## config.mk

```make
export PLATFORM = sky130hd
export DESIGN_NAME = linear_seq
export DESIGN_NICKNAME = d
export VERILOG_FILES = /design/src/rtl/linear_pkg.sv /design/src/rtl/linear_seq_addr_gen.sv /design/src/rtl/linear_seq.sv
export SDC_FILE = /design/constraint.sdc
export NUM_CORES = 1
export LEC_CHECK = 0
export BUFFER_PORTS_ARGS = -buffer_cell sky130_fd_sc_hd__clkbuf_2
export CORE_ASPECT_RATIO = 2
export CORE_MARGIN = 2
export CORE_UTILIZATION = 44
export DETAILED_ROUTE_END_ITERATION = 10
export GPL_TIMING_DRIVEN = 0
export PLACE_DENSITY = 0.8
export SLEW_MARGIN = 20
export SYNTH_ARGS = -nofsm -noshare
export SYNTH_HDL_FRONTEND = slang
export SYNTH_SLANG_ARGS = --single-unit
```

## constraint.sdc

```tcl
create_clock -name clk -period 2.1 [get_ports clk]
set_input_delay 0.21 -clock clk [delete_from_list [all_inputs] [get_ports clk]]
set_output_delay 0.21 -clock clk [all_outputs]
set_load 0.02 [all_outputs]
```

## src/rtl/linear_pkg.sv

```systemverilog
// Shared definitions for the linear layer sequencer: sequencer states,
// default layer geometry and memory address widths.
package linear_pkg;

    localparam int unsigned IN_LEN_DEF = 288;
    localparam int unsigned OUT_CH_DEF = 10;

    localparam int unsigned FEAT_AW = 9;
    localparam int unsigned W_AW    = 13;
    localparam int unsigned B_AW    = 4;

    typedef enum logic [2:0] {
        IDLE,
        RUN,
        FLUSH,
        CAPT,
        OUT
    } state_e;

endpackage

```

## src/rtl/linear_seq_addr_gen.sv

```systemverilog
// Input-iteration and output-channel counters for the linear sequencer.
// The weight address walks o*IN_LEN+i with a plain incrementer.
module linear_seq_addr_gen
    import linear_pkg::*;
#(
    parameter int unsigned IN_LEN = IN_LEN_DEF,
    parameter int unsigned OUT_CH = OUT_CH_DEF
) (
    input  logic               clk,
    input  logic               rst_b,
    input  logic               clear_i,
    input  logic               step_i,
    input  logic               next_ch_i,
    output logic [FEAT_AW-1:0] iter_o,
    output logic [B_AW-1:0]    ch_o,
    output logic [W_AW-1:0]    w_addr_o,
    output logic               last_iter_o,
    output logic               last_ch_o
);

    localparam logic [FEAT_AW-1:0] LAST_ITER = FEAT_AW'(IN_LEN - 1);
    localparam logic [B_AW-1:0]    LAST_CH   = B_AW'(OUT_CH - 1);

    logic [FEAT_AW-1:0] iter_q, iter_d;
    logic [B_AW-1:0]    ch_q, ch_d;
    logic [W_AW-1:0]    w_addr_q, w_addr_d;

    // Channel rows are contiguous, so advancing to the next channel is
    // just one more increment of the weight address after its last iteration.
    always_comb begin
        iter_d   = iter_q;
        ch_d     = ch_q;
        w_addr_d = w_addr_q;
        if (clear_i) begin
            iter_d   = '0;
            ch_d     = '0;
            w_addr_d = '0;
        end else if (next_ch_i) begin
            iter_d   = '0;
            ch_d     = ch_q + 1'b1;
            w_addr_d = w_addr_q + 1'b1;
        end else if (step_i) begin
            iter_d   = iter_q + 1'b1;
            w_addr_d = w_addr_q + 1'b1;
        end
    end

    always_ff @(posedge clk or negedge rst_b) begin
        if (!rst_b) begin
            iter_q   <= '0;
            ch_q     <= '0;
            w_addr_q <= '0;
        end else begin
            iter_q   <= iter_d;
            ch_q     <= ch_d;
            w_addr_q <= w_addr_d;
        end
    end

    assign iter_o      = iter_q;
    assign ch_o        = ch_q;
    assign w_addr_o    = w_addr_q;
    assign last_iter_o = (iter_q == LAST_ITER);
    assign last_ch_o   = (ch_q == LAST_CH);

endmodule

```

## src/rtl/linear_seq.sv

```systemverilog
// Sequencer for a fully connected layer: streams feature/weight/bias reads
// into an external MAC and hands each channel's result out on a ready/valid port.
module linear_seq
    import linear_pkg::*;
#(
    parameter int unsigned IN_LEN = IN_LEN_DEF,
    parameter int unsigned OUT_CH = OUT_CH_DEF
) (
    input  logic                clk,
    input  logic                rst_b,
    input  logic                start_i,
    output logic                busy_o,
    output logic                done_o,
    output logic [FEAT_AW-1:0]  feat_addr_o,
    input  logic signed [7:0]   feat_rdata_i,
    output logic [W_AW-1:0]     w_addr_o,
    input  logic signed [7:0]   w_rdata_i,
    output logic [B_AW-1:0]     b_addr_o,
    input  logic signed [31:0]  b_rdata_i,
    output logic                mac_en_o,
    output logic [FEAT_AW-1:0]  mac_iter_o,
    output logic [7:0]          mac_data_o,
    output logic [7:0]          mac_weight_o,
    output logic [31:0]         mac_bias_o,
    input  logic signed [31:0]  mac_acc_i,
    output logic                res_valid_o,
    input  logic                res_ready_i,
    output logic [B_AW-1:0]     res_ch_o,
    output logic signed [31:0]  res_data_o
);

    state_e state_q, state_d;

    logic clear, step, next_ch, capture, handshake, finish;
    logic last_iter, last_ch;
    logic [FEAT_AW-1:0] iter;
    logic [B_AW-1:0]    ch;

    logic               mac_en_q;
    logic [FEAT_AW-1:0] mac_iter_q;
    logic               res_valid_q;
    logic [B_AW-1:0]    res_ch_q;
    logic signed [31:0] res_data_q;
    logic               done_q;

    linear_seq_addr_gen #(
        .IN_LEN (IN_LEN),
        .OUT_CH (OUT_CH)
    ) u_addr_gen (
        .clk         (clk),
        .rst_b       (rst_b),
        .clear_i     (clear),
        .step_i      (step),
        .next_ch_i   (next_ch),
        .iter_o      (iter),
        .ch_o        (ch),
        .w_addr_o    (w_addr_o),
        .last_iter_o (last_iter),
        .last_ch_o   (last_ch)
    );

    always_ff @(posedge clk or negedge rst_b) begin
        if (!rst_b) state_q <= IDLE;
        else        state_q <= state_d;
    end

    // FLUSH gives the MAC one cycle to fold in the last product before CAPT.
    always_comb begin
        state_d   = state_q;
        clear     = 1'b0;
        step      = 1'b0;
        next_ch   = 1'b0;
        capture   = 1'b0;
        handshake = 1'b0;
        finish    = 1'b0;
        case (state_q)
            IDLE: begin
                if (start_i) begin
                    state_d = RUN;
                    clear   = 1'b1;
                end
            end
            RUN: begin
                if (last_iter) state_d = FLUSH;
                else           step    = 1'b1;
            end
            FLUSH: state_d = CAPT;
            CAPT: begin
                capture = 1'b1;
                state_d = OUT;
            end
            OUT: begin
                if (res_ready_i) begin
                    handshake = 1'b1;
                    if (last_ch) begin
                        state_d = IDLE;
                        finish  = 1'b1;
                    end else begin
                        state_d = RUN;
                        next_ch = 1'b1;
                    end
                end
            end
            default: state_d = IDLE;
        endcase
    end

    // The MAC strobe lags address issue by one cycle to line up with read data.
    always_ff @(posedge clk or negedge rst_b) begin
        if (!rst_b) begin
            mac_en_q    <= 1'b0;
            mac_iter_q  <= '0;
            res_valid_q <= 1'b0;
            res_ch_q    <= '0;
            res_data_q  <= '0;
            done_q      <= 1'b0;
        end else begin
            mac_en_q   <= (state_q == RUN);
            mac_iter_q <= iter;
            done_q     <= finish;
            if (capture) begin
                res_valid_q <= 1'b1;
                res_ch_q    <= ch;
                res_data_q  <= mac_acc_i;
            end else if (handshake) begin
                res_valid_q <= 1'b0;
            end
        end
    end

    assign busy_o       = (state_q != IDLE);
    assign done_o       = done_q;
    assign feat_addr_o  = iter;
    assign b_addr_o     = ch;
    assign mac_en_o     = mac_en_q;
    assign mac_iter_o   = mac_iter_q;
    assign mac_data_o   = feat_rdata_i;
    assign mac_weight_o = w_rdata_i;
    assign mac_bias_o   = b_rdata_i;
    assign res_valid_o  = res_valid_q;
    assign res_ch_o     = res_ch_q;
    assign res_data_o   = res_data_q;

endmodule
```

# ---- Yosys cells after proc, flatten, opt, wreduce, memory -nomap -nowiden
# Index checks and enable logic that the tools add are counted.
# Widths: inputs -> output; s select.
dict set report word_totals {
  out_inout_bits 123
  input_bits 84
  wordCells 56
  regBits 77
}
dict set report op_classes {
  mux 28
  eq_ne 9
  addsub 3
  n_reduce_logical 6
}
# op n
set op_table {}
lappend op_table {{$mux 13} 3}
lappend op_table {{$mux 9} 3}
lappend op_table {{$mux 1} 16}
lappend op_table {{$pmux 3 s5} 1}
lappend op_table {{$add 13x1->13 const B} 1}
lappend op_table {{$add 9x1->9 const B} 1}
lappend op_table {{$eq 9x9->1 const B} 1}
lappend op_table {{$mux 3} 3}
lappend op_table {{$mux 4} 2}
lappend op_table {{$eq 3x2->1 const B} 2}
lappend op_table {{$ne 2x2->1 const B} 3}
lappend op_table {{$reduce_bool 3->1} 2}
lappend op_table {{$add 4x1->4 const B} 1}
lappend op_table {{$eq 4x4->1 const B} 1}
lappend op_table {{$reduce_bool 2->1} 2}
lappend op_table {{$eq 3x1->1 const B} 1}
lappend op_table {{$eq 3x3->1 const B} 1}
lappend op_table {{$logic_not 3->1} 1}
lappend op_table {{$reduce_and 3->1} 1}

# ---- Depth between registers and ports, before layout
dict set report logic_depth {
  depth_word 6
  ltp_mapped 7
  ltp_nobuf 6
}

# ---- Cells and area by module
# A second synthesis with hierarchy kept.
dict set report unflattened {
  cells_unflattened 303
  hier_area_um2 3731.1
}
# module cells_per_inst area_per_inst_um2 seq_area_each_um2 instances
set modules_own_cells {}
lappend modules_own_cells {linear_seq 165 2369.8 1276.2 1}
lappend modules_own_cells {linear_seq_addr_gen 138 1361.3 650.6 1}

# ---- Worst setup path after synthesis
# No wires, ideal clock.
dict set report synth_path {
  kind {flip-flop to flip-flop}
  from {reg u_addr_gen.iter_q[6], in the netlist u_addr_gen.iter_o[6]}
  to {reg u_addr_gen.w_addr_q[10], in the netlist u_addr_gen.w_addr_o[10]}
  required_time_ps 2021
  path_stages_with_launch 6
  period_less_slack_ps 1837
  path_slack_ps 263
  setup_time_ps 79
  t_arrival_ps 1757
  n_path_buf 1
  cell_sequence {dfrtp_1 -> or4b_1 -> buf_6 -> o21a_4 -> o2111ai_2 -> mux2i_1}
}
dict set report synth_via {
  elab_chain_len 4
}
# element line
set synth_rtl {}
lappend synth_rtl {{start, declared} linear_seq_addr_gen.sv:24} ;# logic [FEAT_AW-1:0] iter_q, iter_d;
lappend synth_rtl {{start signal, assigned} linear_seq_addr_gen.sv:54} ;# iter_q <= iter_d;
lappend synth_rtl {{$eq 9x9->1} linear_seq_addr_gen.sv:63} ;# assign last_iter_o = (iter_q == LAST_ITER);
lappend synth_rtl {{$mux 1} linear_seq.sv:84} ;# if (last_iter) state_d = FLUSH;
lappend synth_rtl {{$mux 1} linear_seq.sv:76} ;# case (state_q)
lappend synth_rtl {{$reduce_bool 3->1 (no source line)} -}
lappend synth_rtl {{end signal, assigned} linear_seq_addr_gen.sv:56} ;# w_addr_q <= w_addr_d;
lappend synth_rtl {{end, declared} linear_seq_addr_gen.sv:26} ;# logic [W_AW-1:0] w_addr_q, w_addr_d;
# No other way between the ends.
# A chain may end at the register's enable or synchronous reset.

# ---- Worst setup path in the final report
dict set report layout_path {
  from {reg u_addr_gen.iter_q[0], in the netlist u_addr_gen.iter_o[0]}
  to {reg u_addr_gen.w_addr_q[11], in the netlist u_addr_gen.w_addr_o[11]}
}
# The elaborated chain is that of the path after synthesis.

==> flow_summary.toml <==
[run_status]
status = "complete, no violations"

[synth]
yosys.cell_types.count = 45
synth.avg_cell_area_um2 = 11.8
synth_nets = 401
synth-compound-area-share_pct = 7.31
synth_common_cells = "77 x dfrtp_1, 50 x buf_4, 35 x mux2_2, 16 x nand2_1, 13 x nor2_1"
synth_edf_count = 0
synth_fa_ha_area_share_pct = 1.35
yosysWarnings = 0
synth-simple-area-share_pct = 11.9
yosysSeqAreaShare_pct = 52.2
yosysTopAreaCell = "dfrtp_1"
ys_ff_latch = 77
yosysMostFrequentCell = "dfrtp_1"
synth_xor_area_share_pct = 2.37
synthFlopType = "dfrtp_1"
netlist_area_um2 = 3690
synth_top_family_by_area = "multiplexers"
synthCells = 313
synthTopCellsByArea = "dfrtp_1 52%, mux2_2 11%, buf_4 10%, mux2i_1 2.2%, xor2_1 1.7%"
synth.mux.area_fraction_pct = 12.8
async_reset_ff_share_pct = 100
synth_top_area_share_pct = 52.2

[routing]
drc = 0
wirelength_um = 8550
wire_per_inst_um = 14.6
vias = 2931
drt-initial-drc-count = 159
ant_nets = 0
first_pass_iters = 4
routed_via_density = 4.99

[cts]
clkLatencyLatePin_ns = 0.33
post_cts_resized = 0
clockBufferDepth = 2
cts_root_buffer = "clkbuf_16"
post-cts-setup-buffer-count = 0
h-tree-depth = 3
clock_sinks = 77
cts_hold_buf = 1
cts.clk_slew.worst_paths_ns = 0.06
cts_buffers = 9
cts_tree = "built"

[worst_setup_path]
cp.arrival_ns = 2.18
start_kind = "register"
setup.worst_path.end_class = "register"
critPathKind = "reg2reg"
r2r-start = "u_addr_gen.iter_o[0]$_DFFE_PN0P_"
rrSetupSlack_ns = 0.17
cp.required_ns = 2.35
r2r-end = "u_addr_gen.w_addr_o[11]$_DFFE_PN0P_"
ff2ff_path_depth = 5
worst-path-max-fanout = 10

[hold_path]
hold_start = "mac_acc_i[29]"
hp-class = "in2reg"
min_path_cells = 2
min_to = "res_data_o[29]$_DFFE_PN0P_"

[placement]
io_buffers = 158
gp_congestion = 0.867
dp.cells = 570
dpl_cell_area_um2 = 4630
place_hpwl_um = 6660

[global_routing]
met2_usage_pct = 36.8
grt_use_met3_pct = 4.98
grt_pass1_wl_um = 13500
grt_usage_pct = 19.6
grt_pass1_vias = 2949
busiest_layer = "met2"
met1_usage_pct = 18.7
grt_overflow_total = 0
grt_max_degree = 42
antenna_found_initial = 0

[timing]
max_freq_mhz = 519
timing.final.crit_share_pct = 91.7
report.final.slew_viol_count = 0
finalSetupTns_ns = 0
final_hold_viol_count = 0
clock_skew_ns = 0.00990
worst_pin_slew_ns = 0.601
rsz0062_at_grt = "no"
layout_min_cycle_time_ns = 1.93
relSlewSlack_pct = 59.9
setup_viol = 0

[run]
maxCapViolations = 0

[die]
start_util_pct = 44.9
io_pins = 207
core_area_um2 = 8230
die_w_um = 68.8
die_h_um = 134
fp-row-count = 47
dieArea_um2 = 9190

[power]
power_density_nw_per_um2 = 1300
p_comb_share_pct = 41.9
p_switching_mw = 2.48
seqPwrFrac_pct = 35.4
leakage_nw = 2.58
vdd_drop_max_v = 0.000584
sw_frac_of_total_pct = 38.8
p_int_mw = 3.91
clock_power_share_pct = 22.6

[finish]
insertedDiodeCount = 0
drive_gt1_share_pct = 57.9
utilization_pct = 59.8
nFillCells = 690
finalInstanceArea_um2 = 4930
instances_no_fill = 587
syn2layout_area_growth_pct = 33.3
layout.nets = 572
## stage by stage
stage / setup slack [ns] / hold slack (ns) / total power [mW]
finish: 0.174 / 0.105 / 6.39
global route: 0.00669 / 0.102 / 6.80
CTS: 0.163 / 0.0958 / 6.47
detailed placement: 0.191 / 0.281 / 5.01
global placement: 0.150 / 0.434 / 4.90
floorplan: 0.263 / -0.0856 / 4.11
## worst max path at each step
stage / startpoint / end / slack, ns / cells past startpoint
detailed placement: state_q[2]$_DFFE_PN0P_ / u_addr_gen.w_addr_o[12]$_DFFE_PN0P_ / 0.19 / 5
finish: u_addr_gen.iter_o[0]$_DFFE_PN0P_ / u_addr_gen.w_addr_o[11]$_DFFE_PN0P_ / 0.17 / 5
global route: state_q[2]$_DFFE_PN0P_ / u_addr_gen.w_addr_o[12]$_DFFE_PN0P_ / 0.007 / 5
global placement: rst_b / mac_iter_o[0]$_DFF_PN0_ / 0.15 / 1
CTS: u_addr_gen.iter_o[0]$_DFFE_PN0P_ / u_addr_gen.w_addr_o[11]$_DFFE_PN0P_ / 0.16 / 5
floorplan: u_addr_gen.iter_o[6]$_DFFE_PN0P_ / u_addr_gen.w_addr_o[10]$_DFFE_PN0P_ / 0.26 / 5
## placed cells by master (no fill, tap or decap), types with 3 or more instances in the layout
cell type / Yosys / routed
nand3_1: 10 / 10
nor2_1: 13 / 13
o21ai_1: 3 / 3
nand2_1: 16 / 16
dfrtp_1: 77 / 77
inv_1: 5 / 5
or2_2: 6 / 6
xnor2_1: 3 / 3
o21ai_0: 5 / 5
and3_1: 6 / 6
a21oi_1: 10 / 10
o211ai_1: 3 / 3
nor3_1: 3 / 3
mux2_2: 35 / 35
nand3b_1: 3 / 3
ha_1: 4 / 4
clkbuf_16: 0 / 9
mux2i_1: 8 / 8
buf_2: 6 / 6
buf_4: 50 / 50
clkbuf_2: 0 / 157
nand4_1: 8 / 8
xor2_1: 7 / 7
clkbuf_1: 3 / 3
## per-layer routing
layer,part of all wire [%],wire (um)
met5,0,0
met4,2.5,211
met3,7.7,662
met2,57,4840
met1,33,2830
## critical path, cell delays in order, from the launching register on
cell and delay, ns:
dfrtp_1 0.43, ha_1 0.26, nand4_1 0.32, o21ai_4 0.18, a2111oi_2 0.42, mux2i_1 0.24
## power by group through the flow
stage | Clock, mW | Combinational, mW | Sequential [mW]
after global placement | 0 | 2.63 | 2.27
after global routing | 1.54 | 2.93 | 2.34
after detailed placement | 0 | 2.71 | 2.30
after floorplan | 0 | 1.28 | 2.83
after CTS | 1.48 | 2.72 | 2.28
final | 1.45 | 2.68 | 2.27
## layout make-up
class	count	area, um2	area share [%]
Timing Repair Buffer	160	823	16.7
Clock inverter	6	46.3	0.940
Buffer	60	428	8.69
Tap cell	98	123	2.49
Clock buffer	10	239	4.85
Multi-Input combinational cell	171	1320	26.8
Sequential cell	77	1930	39.1
Inverter	5	18.8	0.381
## cell families after synthesis
logic type      after synthesis
compound gates               36
xor+xnor                     10
fa+ha+maj                     4
buf+inv                      65
flops                        77
mux                          43
simple gates                 78
## state kept, by name, summed over array words and instances, names as in the netlist
signal               cells
res_data_o              32
u_addr_gen.w_addr_o     13
mac_iter_o               9
u_addr_gen.iter_o        9
res_ch_o                 4
u_addr_gen.ch_o          4
state_q                  3
done_o                   1
mac_en_o                 1
res_valid_o              1
Power figures use the tool's default switching activity.
